===== config.mk =====
export PLATFORM = sky130hd
export DESIGN_NAME = keypad_scan_rx
export DESIGN_NICKNAME = d
export VERILOG_FILES = /design/src/rtl/keypad_pkg.sv /design/src/rtl/keypad_code_fifo.sv /design/src/rtl/keypad_scan_rx.sv
export SDC_FILE = /design/constraint.sdc
export NUM_CORES = 1
export LEC_CHECK = 0
export ABC_CLOCK_PERIOD_IN_PS = 4900
export CORE_UTILIZATION = 45
export DETAILED_ROUTE_END_ITERATION = 8
export GPL_TIMING_DRIVEN = 0
export PLACE_DENSITY = 0.85
export SLEW_MARGIN = 20
export SYNTH_ARGS = -nofsm -noshare
export SYNTH_HDL_FRONTEND = slang
export SYNTH_SLANG_ARGS = --single-unit

===== constraint.sdc =====
create_clock -name clk -period 4.9 [get_ports clk]
set_input_delay 0.98 -clock clk [delete_from_list [all_inputs] [get_ports clk]]
set_output_delay 0.98 -clock clk [all_outputs]
set_load 0.005 [all_outputs]

===== src/rtl/keypad_pkg.sv =====
// rtl/keypad_pkg.sv - register offsets, debounce FSM states and frame-result encodings for keypad_scan_rx
package keypad_pkg;

  localparam logic [1:0] REG_DATA   = 2'd0;
  localparam logic [1:0] REG_STATUS = 2'd1;
  localparam logic [1:0] REG_CTRL   = 2'd2;

  typedef enum logic [1:0] {IDLE, CAND, HELD, REL} key_state_t;

  typedef enum logic [1:0] {NONE, KEY, MULTI} frame_res_t;

  function automatic logic [2:0] popcount4(input logic [3:0] v);
    return {2'b00, v[0]} + {2'b00, v[1]} + {2'b00, v[2]} + {2'b00, v[3]};
  endfunction

  function automatic logic [1:0] lowest_set(input logic [3:0] v);
    if (v[0]) return 2'd0;
    if (v[1]) return 2'd1;
    if (v[2]) return 2'd2;
    return 2'd3;
  endfunction

endpackage


===== src/rtl/keypad_code_fifo.sv =====
// rtl/keypad_code_fifo.sv - small key-code FIFO; a push into a full FIFO is accepted only alongside a pop
module keypad_code_fifo #(
  parameter int DEPTH = 8,
  parameter int WIDTH = 4
) (
  input  logic                     clk,
  input  logic                     resetn,
  input  logic                     push,
  input  logic [WIDTH-1:0]         push_data,
  input  logic                     pop,
  output logic [WIDTH-1:0]         head,
  output logic                     full,
  output logic                     empty,
  output logic [$clog2(DEPTH):0]   count
);

  localparam int AW = $clog2(DEPTH);
  localparam logic [AW:0] CNT_FULL = (AW + 1)'(DEPTH);
  localparam logic [AW:0] CNT_ONE  = (AW + 1)'(1);

  logic [WIDTH-1:0] mem [DEPTH];
  logic [AW-1:0]    wr_ptr;
  logic [AW-1:0]    rd_ptr;
  logic             do_push;
  logic             do_pop;

  assign full    = (count == CNT_FULL);
  assign empty   = (count == '0);
  assign do_pop  = pop && !empty;
  assign do_push = push && (!full || do_pop);
  assign head    = mem[rd_ptr];

  always_ff @(posedge clk) begin
    if (do_push) mem[wr_ptr] <= push_data;
  end

  always_ff @(posedge clk) begin
    if (!resetn) begin
      wr_ptr <= '0;
      rd_ptr <= '0;
      count  <= '0;
    end else begin
      if (do_push) wr_ptr <= wr_ptr + AW'(1);
      if (do_pop)  rd_ptr <= rd_ptr + AW'(1);
      case ({do_push, do_pop})
        2'b10:   count <= count + CNT_ONE;
        2'b01:   count <= count - CNT_ONE;
        default: count <= count;
      endcase
    end
  end

endmodule


===== src/rtl/keypad_scan_rx.sv =====
// rtl/keypad_scan_rx.sv - 4x4 keypad scanner/debouncer with key-code FIFO on the iomem bus
// Optional irq output and CTRL.irq_en bit when KEYPAD_RX_IRQ_EN is defined.
module keypad_scan_rx
  import keypad_pkg::*;
#(
  parameter logic [7:0] BASE_HI         = 8'h05,
  parameter int         SCAN_DIV        = 4000,
  parameter int         DEBOUNCE_FRAMES = 8,
  parameter int         FIFO_DEPTH      = 8
) (
  input  logic        clk,
  input  logic        resetn,
  output logic [3:0]  row_n,
  input  logic [3:0]  col_n,
  input  logic        iomem_valid,
  output logic        iomem_ready,
  input  logic [3:0]  iomem_wstrb,
  input  logic [31:0] iomem_addr,
  input  logic [31:0] iomem_wdata,
  output logic [31:0] iomem_rdata
`ifdef KEYPAD_RX_IRQ_EN
  ,
  output logic        irq
`endif
);

  localparam int DW = (SCAN_DIV > 1) ? $clog2(SCAN_DIV) : 1;
  localparam int CW = $clog2(DEBOUNCE_FRAMES + 1);
  localparam int NW = $clog2(FIFO_DEPTH) + 1;
  localparam logic [DW-1:0] DIV_LAST = DW'(SCAN_DIV - 1);
  localparam logic [CW-1:0] CNT_LAST = CW'(DEBOUNCE_FRAMES - 1);

  logic [3:0]    col_m, col_s;
  logic          enable, enable_nxt;
  logic          scan_on;
  logic [1:0]    row_idx;
  logic [DW-1:0] div_cnt;
  logic [1:0]    acc_n;
  logic [3:0]    acc_code;
  key_state_t    state;
  logic [3:0]    cand;
  logic [CW-1:0] cnt;
  logic          overflow;

  logic [3:0]    hits;
  logic [2:0]    slot_n;
  logic [2:0]    tot;
  logic [1:0]    tot_sat;
  logic [3:0]    code_nxt;
  frame_res_t    fres;
  logic          slot_end, frame_end, key_now, key_cand, last_frame;
  logic          push;
  logic [3:0]    push_code;

  logic          bus_hit, bus_wr, ctrl_wr, pop, ovf_clr, down, irq_en_rd;
  logic [1:0]    reg_sel;
  logic [31:0]   rd_val;

  logic [3:0]    fifo_head;
  logic          fifo_full, fifo_empty;
  logic [NW-1:0] fifo_count;

  assign row_n = scan_on ? ~(4'b0001 << row_idx) : 4'b1111;

  assign reg_sel    = iomem_addr[3:2];
  assign bus_hit    = iomem_valid && !iomem_ready && (iomem_addr[31:24] == BASE_HI);
  assign bus_wr     = bus_hit && (iomem_wstrb != 4'h0);
  assign ctrl_wr    = bus_wr && (reg_sel == REG_CTRL) && iomem_wstrb[0];
  assign enable_nxt = ctrl_wr ? iomem_wdata[0] : enable;
  assign pop        = bus_hit && !bus_wr && (reg_sel == REG_DATA) && !fifo_empty;
  assign ovf_clr    = bus_wr && (reg_sel == REG_STATUS) && iomem_wstrb[1] && iomem_wdata[15];
  assign down       = (state == HELD) || (state == REL);

  assign slot_end  = scan_on && (div_cnt == DIV_LAST);
  assign frame_end = slot_end && (row_idx == 2'd3);

  // Per-frame accumulation: hit count saturates at 2 (>1 means MULTI), code keeps the first hit.
  always_comb begin
    hits     = ~col_s;
    slot_n   = popcount4(hits);
    tot      = {1'b0, acc_n} + slot_n;
    tot_sat  = (tot > 3'd1) ? 2'd2 : tot[1:0];
    code_nxt = acc_code;
    if (slot_n != 3'd0 && acc_n == 2'd0) code_nxt = {row_idx, lowest_set(hits)};
    fres = NONE;
    if (tot_sat == 2'd1)      fres = KEY;
    else if (tot_sat == 2'd2) fres = MULTI;
  end

  assign key_now    = frame_end && (fres == KEY);
  assign key_cand   = key_now && (code_nxt == cand);
  assign last_frame = (cnt == CNT_LAST);
  assign push       = enable_nxt &&
                      (((state == IDLE) && key_now && (DEBOUNCE_FRAMES == 1)) ||
                       ((state == CAND) && key_cand && last_frame));
  assign push_code  = (state == IDLE) ? code_nxt : cand;

  always_ff @(posedge clk) begin
    if (!resetn) begin
      col_m <= 4'hF;
      col_s <= 4'hF;
    end else begin
      col_m <= col_n;
      col_s <= col_m;
    end
  end

  always_ff @(posedge clk) begin
    if (!resetn || !enable_nxt) begin
      scan_on  <= 1'b0;
      row_idx  <= 2'd0;
      div_cnt  <= '0;
      acc_n    <= 2'd0;
      acc_code <= 4'h0;
      state    <= IDLE;
      cnt      <= '0;
      if (!resetn) cand <= 4'h0;
    end else begin
      scan_on <= 1'b1;
      if (slot_end) begin
        div_cnt <= '0;
        row_idx <= row_idx + 2'd1;
        if (frame_end) begin
          acc_n    <= 2'd0;
          acc_code <= 4'h0;
        end else begin
          acc_n    <= tot_sat;
          acc_code <= code_nxt;
        end
      end else if (scan_on) begin
        div_cnt <= div_cnt + DW'(1);
      end

      if (frame_end) begin
        case (state)
          IDLE: if (key_now) begin
            cand  <= code_nxt;
            cnt   <= CW'(1);
            state <= (DEBOUNCE_FRAMES == 1) ? HELD : CAND;
          end
          CAND: begin
            if (!key_cand)       state <= IDLE;
            else if (last_frame) state <= HELD;
            else                 cnt   <= cnt + CW'(1);
          end
          HELD: if (!key_cand) begin
            cnt   <= CW'(1);
            state <= (DEBOUNCE_FRAMES == 1) ? IDLE : REL;
          end
          REL: begin
            if (key_cand)        state <= HELD;
            else if (last_frame) state <= IDLE;
            else                 cnt   <= cnt + CW'(1);
          end
          default: state <= IDLE;
        endcase
      end
    end
  end

  always_comb begin
    rd_val = 32'h0;
    case (reg_sel)
      REG_DATA:   if (!fifo_empty) rd_val = {1'b1, 27'h0, fifo_head};
      REG_STATUS: rd_val = {16'h0, overflow, 3'b000, down, cand, 7'(fifo_count)};
      REG_CTRL:   rd_val = {30'h0, irq_en_rd, enable};
      default:    rd_val = 32'h0;
    endcase
  end

  // An overflowing push in the same cycle as a clear leaves overflow set.
  always_ff @(posedge clk) begin
    if (!resetn) begin
      iomem_ready <= 1'b0;
      iomem_rdata <= 32'h0;
      enable      <= 1'b1;
      overflow    <= 1'b0;
    end else begin
      iomem_ready <= bus_hit;
      if (bus_hit) iomem_rdata <= rd_val;
      enable <= enable_nxt;
      if (push && fifo_full && !pop) overflow <= 1'b1;
      else if (ovf_clr)              overflow <= 1'b0;
    end
  end

`ifdef KEYPAD_RX_IRQ_EN
  logic irq_en;
  always_ff @(posedge clk) begin
    if (!resetn) begin
      irq_en <= 1'b0;
      irq    <= 1'b0;
    end else begin
      if (ctrl_wr) irq_en <= iomem_wdata[1];
      irq <= irq_en && !fifo_empty;
    end
  end
  assign irq_en_rd = irq_en;
`else
  logic unused_irq_bit;
  assign irq_en_rd      = 1'b0;
  assign unused_irq_bit = iomem_wdata[1];
`endif

  logic unused_bus_bits;
  assign unused_bus_bits = ^{iomem_addr[23:4], iomem_addr[1:0], iomem_wdata[31:16],
                             iomem_wdata[14:2], iomem_wstrb[3:2]};

  keypad_code_fifo #(
    .DEPTH (FIFO_DEPTH),
    .WIDTH (4)
  ) u_fifo (
    .clk       (clk),
    .resetn    (resetn),
    .push      (push),
    .push_data (push_code),
    .pop       (pop),
    .head      (fifo_head),
    .full      (fifo_full),
    .empty     (fifo_empty),
    .count     (fifo_count)
  );

endmodule


==> impl_results.md, run 1 <==
* Vias per cell at a little over 5
* Synthesized area at approximately 0.0047 mm^2
* R2r endpoint: u_fifo.count[3]
* Worst setup SP type: register
* Worst path max stage delay at about 0.5 ns
* Register area share after synthesis at roughly half
* Num CTS Buffers at 9
* Worst path arrival time at around 5.0 ns
* Max IR drop VDD at about 0.16 mV
* HP Start: col_m[0]
* Post-synth top area cell: dfxtp_1
* CTS tree: done
* Cts-stage hold buffer count at 0
* Cts repair resizes at 3
* Top cells by count, synth: 62 x dfxtp_1, 47 x nor2_1, 39 x nand2_1, 36 x edfxtp_1, 22 x buf_4
* GPL Wtd Cong at 0.786
* Endpoints failing setup at 0
* Routed vias at 3350
* Class of the worst hold path: register to register
* Largest net degree at the start of global routing at 16
* R2R depth at 18
* Clock latency on the worst-skew pair at 0.36 ns
* Port bufs at 37
* DRT antenna net count at 0
* Die H at roughly 100 um
* Maximum buffer depth of the clock tree at 2
* Area Growth Syn to Fin at 17.5%
* Fin crit period at between 4 and 5 ns
* Nets at ~600
* Mux cell area share after synthesis at around 7.3%
* Number of max-cap violations at 0
* Worst-path cell chain: inv_1 -> fa_1 -> ha_1 -> ha_1 -> or3_4 -> nand2_4 -> mux2i_4 -> xor2_1 -> nand4b_2 -> buf_6 -> o21ai_1 -> inv_1 -> ha_1 -> a21o_1 -> a21oi_2 -> o211ai_1 -> nor3b_1 -> a2111oi_2
* Most common cell in the netlist: dfxtp_1
* Detailed Route Iter0 Violations at between 100 and 150
* Hpwl dp at roughly 7.1 mm
* Largest family of logic cells by synthesized area: simple AND/OR/NAND/NOR gates
* Cell Rows at 36
* Setup_tns at 0 ns
* Clock sink count at 98
* Final WL at 9.39 mm
* Post-synth ARST share at 0%
* Area contributors post-synth: dfxtp_1 27%, edfxtp_1 23%, mux4_2 3.9%, nor2_1 3.8%, ha_1 3.8%
* Post-synthesis compound-gate area fraction at under 10%
* Placement Setup Slack at -0.0741 ns
* Crit path max-delay family: adder cells
* Syn_area_per_cell at roughly 11 um^2
* Min-Delay Endpoint: col_s[0]
* Status: finished, final reports clean
* CTS HTree Levels at 3
* Clock root buffer: clkbuf_8
* R2R Setup Slk at about 0.21 ns
* Top-area cell type share of the netlist area at a little over a quarter
* Pre-antenna DRT Iters at 4
* Number of synthesized flops with an enable pin at 36
* Required time of the critical path at slightly above 5 ns
* Fin worst setup slack at ~0.21 ns
* WP buf/inv at 3
* Vias in the first global route at around 3.4k
* Worst-path clk slew at approximately 0.090 ns
* # DRC at 0
* WL/cell at about 14 um
* Relative slew slack at around a third
* Layout cell share with drive strength beyond 1 at 11.6%
* Post-synthesis xor/xnor area fraction at under 10%
* Die Span X at between 100 and 150 um
* Critical-path top delay cell: fa_1
* Synth Area in Simple Gates at about a fifth
* Critical path peak fanout at 10
* Initial antenna violation count at 0
* Final hold vios at 0
* Post-Synth Adder-Cell Area at about 5.0%
* Worst hold path depth at 1
* # diodes at 0
* WS Path Type: register to register
* Gate Count Post-Synth at roughly 440
* Core ar. at slightly below 0.01 mm^2
* # IOs at about 110
* Leakage at approximately 2.0 nW
* Power per standard cell area at approximately 260 mW/mm^2
* Yosys reg bits at between 90 and 100
* Synth warn at 0
* Die area at around 0.011 mm^2
* Synth cell types at just over 60
* Most used DFF post-synth: dfxtp_1
* Remaining Overflow, GRT at 0
* First-pass GRT wire length at about 16 mm
* Worst slew pin tran at between 1 and 1.5 ns
* Slew Limit Fails at 0
* Post-CTS setup buffer count at 0
* Final period util at 95.7%
* Achievable Freq at 213 MHz
* CP Capture Type: register
* Most used cell, CP: ha_1
* Reg2reg start: col_s[0]
* Initial core utilization at around 47%
* Final Skew at between 0.01 and 0.015 ns
* GRT Resource Usage Total at 18.5%
* Fill cell count at roughly 840
sequential cells by signal (all words and copies together), names as in the netlist, named ones only:
register       cells
col_s              4
div_cnt           12
state              1
iomem_ready        1
u_fifo.rd_ptr      3
enable             1
cand               4
row_idx            2
scan_on            1
acc_n              2
u_fifo.count       4
cnt                4
u_fifo.mem        32
col_m              4
u_fifo.wr_ptr      3
overflow           1
iomem_rdata       11
acc_code           4
worst max-delay path by stage:
stage / startpoint / endpoint / slack [ns] / cells after the start
finish: col_s[0] / u_fifo.count[3] / 0.21 / 18
global route: col_s[0] / u_fifo.count[3] / -0.05 / 18
CTS: col_s[0] / u_fifo.count[3] / 0.006 / 18
detailed placement: col_s[0] / u_fifo.count[3] / -0.07 / 18
global placement: col_s[0] / u_fifo.count[3] / -0.02 / 18
floorplan: col_s[0] / u_fifo.count[3] / 0.43 / 18
metal layers:
layer  routed length [um]  up-vias  track usage [%]
li1                     -     1644                -
met1                 3950     1594             21.7
met2                 4760      100             32.9
met3                  545       12             3.57
met4                  130        0             7.55
met5                    0        -                0
layout make-up:
class,instances,area (um^2),area share (%)
Clock buffer,11,131,2.39
Sequential cell,98,2320,42.3
Inverter,16,60.1,1.09
Tap cell,133,166,3.03
Timing Repair Buffer,37,370,6.75
Clock inverter,5,31.3,0.570
Buffer,40,240,4.38
Multi-Input combinational cell,309,2170,39.5
where the power goes:
group / total (mW) / internal [mW] / switching, mW
combinational: 0.112 / 0.0544 / 0.0576
sequential: 0.859 / 0.852 / 0.00656
clock: 0.450 / 0.183 / 0.267
total: 1.42 / 1.09 / 0.331
logic make-up (layout without fill, tap and decap cells):
family	count (synthesis)	after routing
AOI/OAI and AO/OA	56	56
xor gates and xnor gates	19	19
adders and majority gates	17	17
buffers and inverters	56	109
DFF	98	98
muxes	24	24
other	1	21
and+or+nand+nor	172	172
placed cells by master, fill, tap and decap left out, types with 8 or more instances in the layout:
| cell type | n |
|---|---|
| conb_1 | 21 |
| xor2_1 | 9 |
| edfxtp_1 | 36 |
| a21oi_1 | 14 |
| clkbuf_8 | 9 |
| o21ai_0 | 16 |
| nor3_1 | 11 |
| nand2b_1 | 10 |
| clkdlybuf4s50_1 | 37 |
| xnor2_1 | 9 |
| nor2_1 | 47 |
| nand2_1 | 38 |
| clkbuf_1 | 18 |
| mux4_2 | 8 |
| ha_1 | 14 |
| dfxtp_1 | 62 |
| inv_1 | 15 |
| buf_4 | 22 |
| nand3_1 | 14 |
| mux2i_1 | 13 |
metrics by stage:
stage / power [mW] / util [%] / instance area, um^2 / std cells / hold WS, ns
after floorplan: 0.945 / - / 4740 / 463 / 0.386
after detailed placement: 0.983 / 53.3 / 5280 / 633 / 0.399
after global placement: 0.978 / 53.3 / 5280 / 633 / 0.398
after CTS: 1.42 / 55.0 / 5450 / 649 / 0.422
final: 1.42 / 55.4 / 5490 / 649 / 0.413
after global routing: 1.47 / 55.4 / 5490 / 649 / 0.445
(Power assumes the default switching activity.)
==> inputs of run 2 (changes only) <==
Settings changed: ABC_CLOCK_PERIOD_IN_PS 4900 to 5550, HOLD_SLACK_MARGIN set to 0.15.
Clock period 4.9 ns to 5.55 ns, I/O delays scaled along.
==> run 2 against run 1 <==
Against the previous run: sequential power is 12% lower; sequential share of layout area increased by 0.34 points; core utilization is 0.44 points lower; clock-buffer cell count unchanged; cell count did not move; routed wire length shrank 1.7%; flip-flop and latch count is the same; largest cell class unchanged.
==> impl_results.md, run 2 (same netlist as run 1, synthesis figures left out) <==
* Status: finished, final reports clean
* Area Growth Syn to Fin at 16.6%
* Worst setup path end: u_fifo.count[3]
* # diodes at 0 (unchanged)
* Required time of the critical path at 5.83 ns (+0.66 ns)
* Maximum buffer depth of the clock tree at 2 (unchanged)
* Fin util at 54.9% (-0.44 points)
* Final period util at 90.7% (-5.1 points)
* Final WL at 9.23 mm (-1.7%)
* Area of the multi-input gates at 0.00212 mm^2 (-2.0%)
* R2r endpoint: u_fifo.count[3]
* Achievable Freq at 199 MHz (-6.8%)
* Most common cell after layout, fill and taps aside: dfxtp_1
* Port bufs at 37 (unchanged)
* Final Skew at 0.0143 ns (+0.0000266 ns)
* Leakage at 2.04 nW (about the same)
* Detailed Route Iter0 Violations at 103 (-3.7%)
* RSZ-0062 raised after global routing: false
* First-pass GRT wire length at 16.1 mm (about the same)
* Most used cell, CP: ha_1
* DRT antenna net count at 0 (unchanged)
* GRT Resource Usage Total at 18.5% (-0.019 points)
* Vias in the first global route at 3437 (-0.087%)
* Final hold vios at 0 (unchanged)
* Max reg flops at 32 (unchanged)
* CTS HTree Levels at 3 (unchanged)
* Cts repair resizes at 0 (-3)
* Worst-path clk slew at 0.09 ns (about the same)
* R2R depth at 18 (unchanged)
* Die H at 104 um (unchanged)
* Vias per cell at 5.14 (-0.39%)
* Layout cell share with drive strength beyond 1 at 10.7% (-0.97 points)
* Class of the worst hold path: register to register
* Remaining Overflow, GRT at 0 (unchanged)
* Worst path arrival time at 5.31 ns (+0.35 ns)
* Die area at 0.0108 mm^2 (unchanged)
* Initial core utilization at 47.1% (unchanged)
* Largest net degree at the start of global routing at 16 (unchanged)
* # IOs at 112 (unchanged)
* Nets at 603 (unchanged)
* Crit path launch: col_s[0]
* Cts-stage hold buffer count at 0 (unchanged)
* Fin crit period at 5.03 ns (+0.342 ns)
* Die Span X at 104 um (unchanged)
* Num CTS Buffers at 9 (unchanged)
* Dpl cell area at 0.00528 mm^2 (unchanged)
* Slew Limit Fails at 0 (unchanged)
* Clock latency on the worst-skew pair at 0.37 ns (about the same)
* Worst slew pin tran at 1.02 ns (+0.0167 ns)
* Routed vias at 3337 (-0.39%)
* Power per standard cell area at 230 mW/mm^2 (-11%)
* Fill cell count at 843 (+0.60%)
* Critical-path top delay cell: fa_1
* Endpoints failing setup at 0 (unchanged)
* Relative slew slack at 30.7% (-1.1 points)
* Clock root buffer: clkbuf_8
* Cell area after layout at 0.00544 mm^2 (-0.80%)
* WS Path Type: register to register
* Max IR drop VDD at 0.149 mV (-8.6%)
* Reg2reg start: col_s[0]
* # DRC at 0 (unchanged)
* Hpwl dp at 7.06 mm (unchanged)
* Number of max-cap violations at 0 (unchanged)
* CP Capture Type: register
* Worst setup SP type: register
* GPL Wtd Cong at 0.786 (unchanged)
* Pre-antenna DRT Iters at 4 (unchanged)
* Largest Register: u_fifo.mem
* Setup_tns at 0 ns (unchanged)
* Commonest non-fill, non-tap cells in the layout: 62 x dfxtp_1, 47 x nor2_1, 39 x nand2_1, 37 x clkdlybuf4s50_1, 36 x edfxtp_1
* R2R Setup Slk at 0.52 ns (+0.31 ns)
* Register area at 0.00232 mm^2 (unchanged)
* Worst path max stage delay at 0.49 ns (about the same)
* Biggest regs: u_fifo.mem: 32 flops, div_cnt: 12 flops, iomem_rdata: 11 flops
* Core ar. at 0.00991 mm^2 (unchanged)
* WL/cell at 14.2 um (-1.7%)
* Critical path peak fanout at 10 (unchanged)
* Worst-path cell chain: inv_1 -> fa_1 -> ha_1 -> ha_1 -> or3_4 -> nand2_1 -> mux2i_1 -> xor2_1 -> nand4b_2 -> buf_6 -> o21ai_0 -> inv_1 -> ha_1 -> a21o_1 -> a21oi_1 -> o211ai_1 -> nor3b_1 -> a2111oi_2
* Post-CTS setup buffer count at 0 (unchanged)
* Cell Rows at 36 (unchanged)
* CTS tree: done
* Clock sink count at 98 (unchanged)
* Initial antenna violation count at 0 (unchanged)
-- run 2: cell counts in the layout (fill, tap and decap cells not counted) --
Identical to the previous run, type by type.
-- run 2: layout make-up --
type | instances | area share [%]
flip-flops and latches | 98 | 42.7
repair buffers | 37 | 6.80
clock inverters | 5 | 0.575
well taps | 133 | 3.06
inverters | 16 | 1.10
clock buffers | 11 | 2.41
multi-input cells | 309 | 39.0
plain buffers | 40 | 4.41
-- run 2: through the flow --
step	hold WS, ns	total power [mW]	std cells	worst slack (ns)
6_report	0.411	1.25	649	0.517
4_1_cts	0.422	1.26	649	0.525
3_5_place_dp	0.399	0.868	633	0.459
5_1_grt	0.445	1.29	649	0.169
3_3_place_gp	0.398	0.864	633	0.525
2_1_floorplan	0.386	0.834	463	1.08
-- run 2: power by group --
group / switching, mW / internal [mW]
Clock: 0.237 / 0.161
Combinational: 0.0485 / 0.0447
Sequential: 0.00566 / 0.753
Total: 0.292 / 0.958
-- run 2: routing by layer --
layer	global-route usage, %	share of wire (%)
met2	32.8	50
met3	3.63	5.8
met1	21.7	43
met4	7.55	1.9
met5	0	0
-- run 2: worst min-delay path by stage --
stage	startpoint	to	slack, ns	cells past startpoint
CTS	col_m[0]	col_s[0]	0.42	1
global placement	col_m[3]	col_s[3]	0.40	1
finish	col_m[0]	col_s[0]	0.41	1
global route	col_m[0]	col_s[0]	0.44	1
floorplan	col_m[0]	col_s[0]	0.39	1
detailed placement	col_m[2]	col_s[2]	0.40	1
-- run 2: critical path, delay by kind of cell, from the launching register on --
family | cells | cell delay [ns]
compound gates | 5 | 1.18
xor+xnor | 1 | 0.29
fa+ha+maj | 4 | 1.31
buf+inv | 3 | 0.40
flops | 1 | 0.35
mux | 1 | 0.38
simple gates | 4 | 1.02
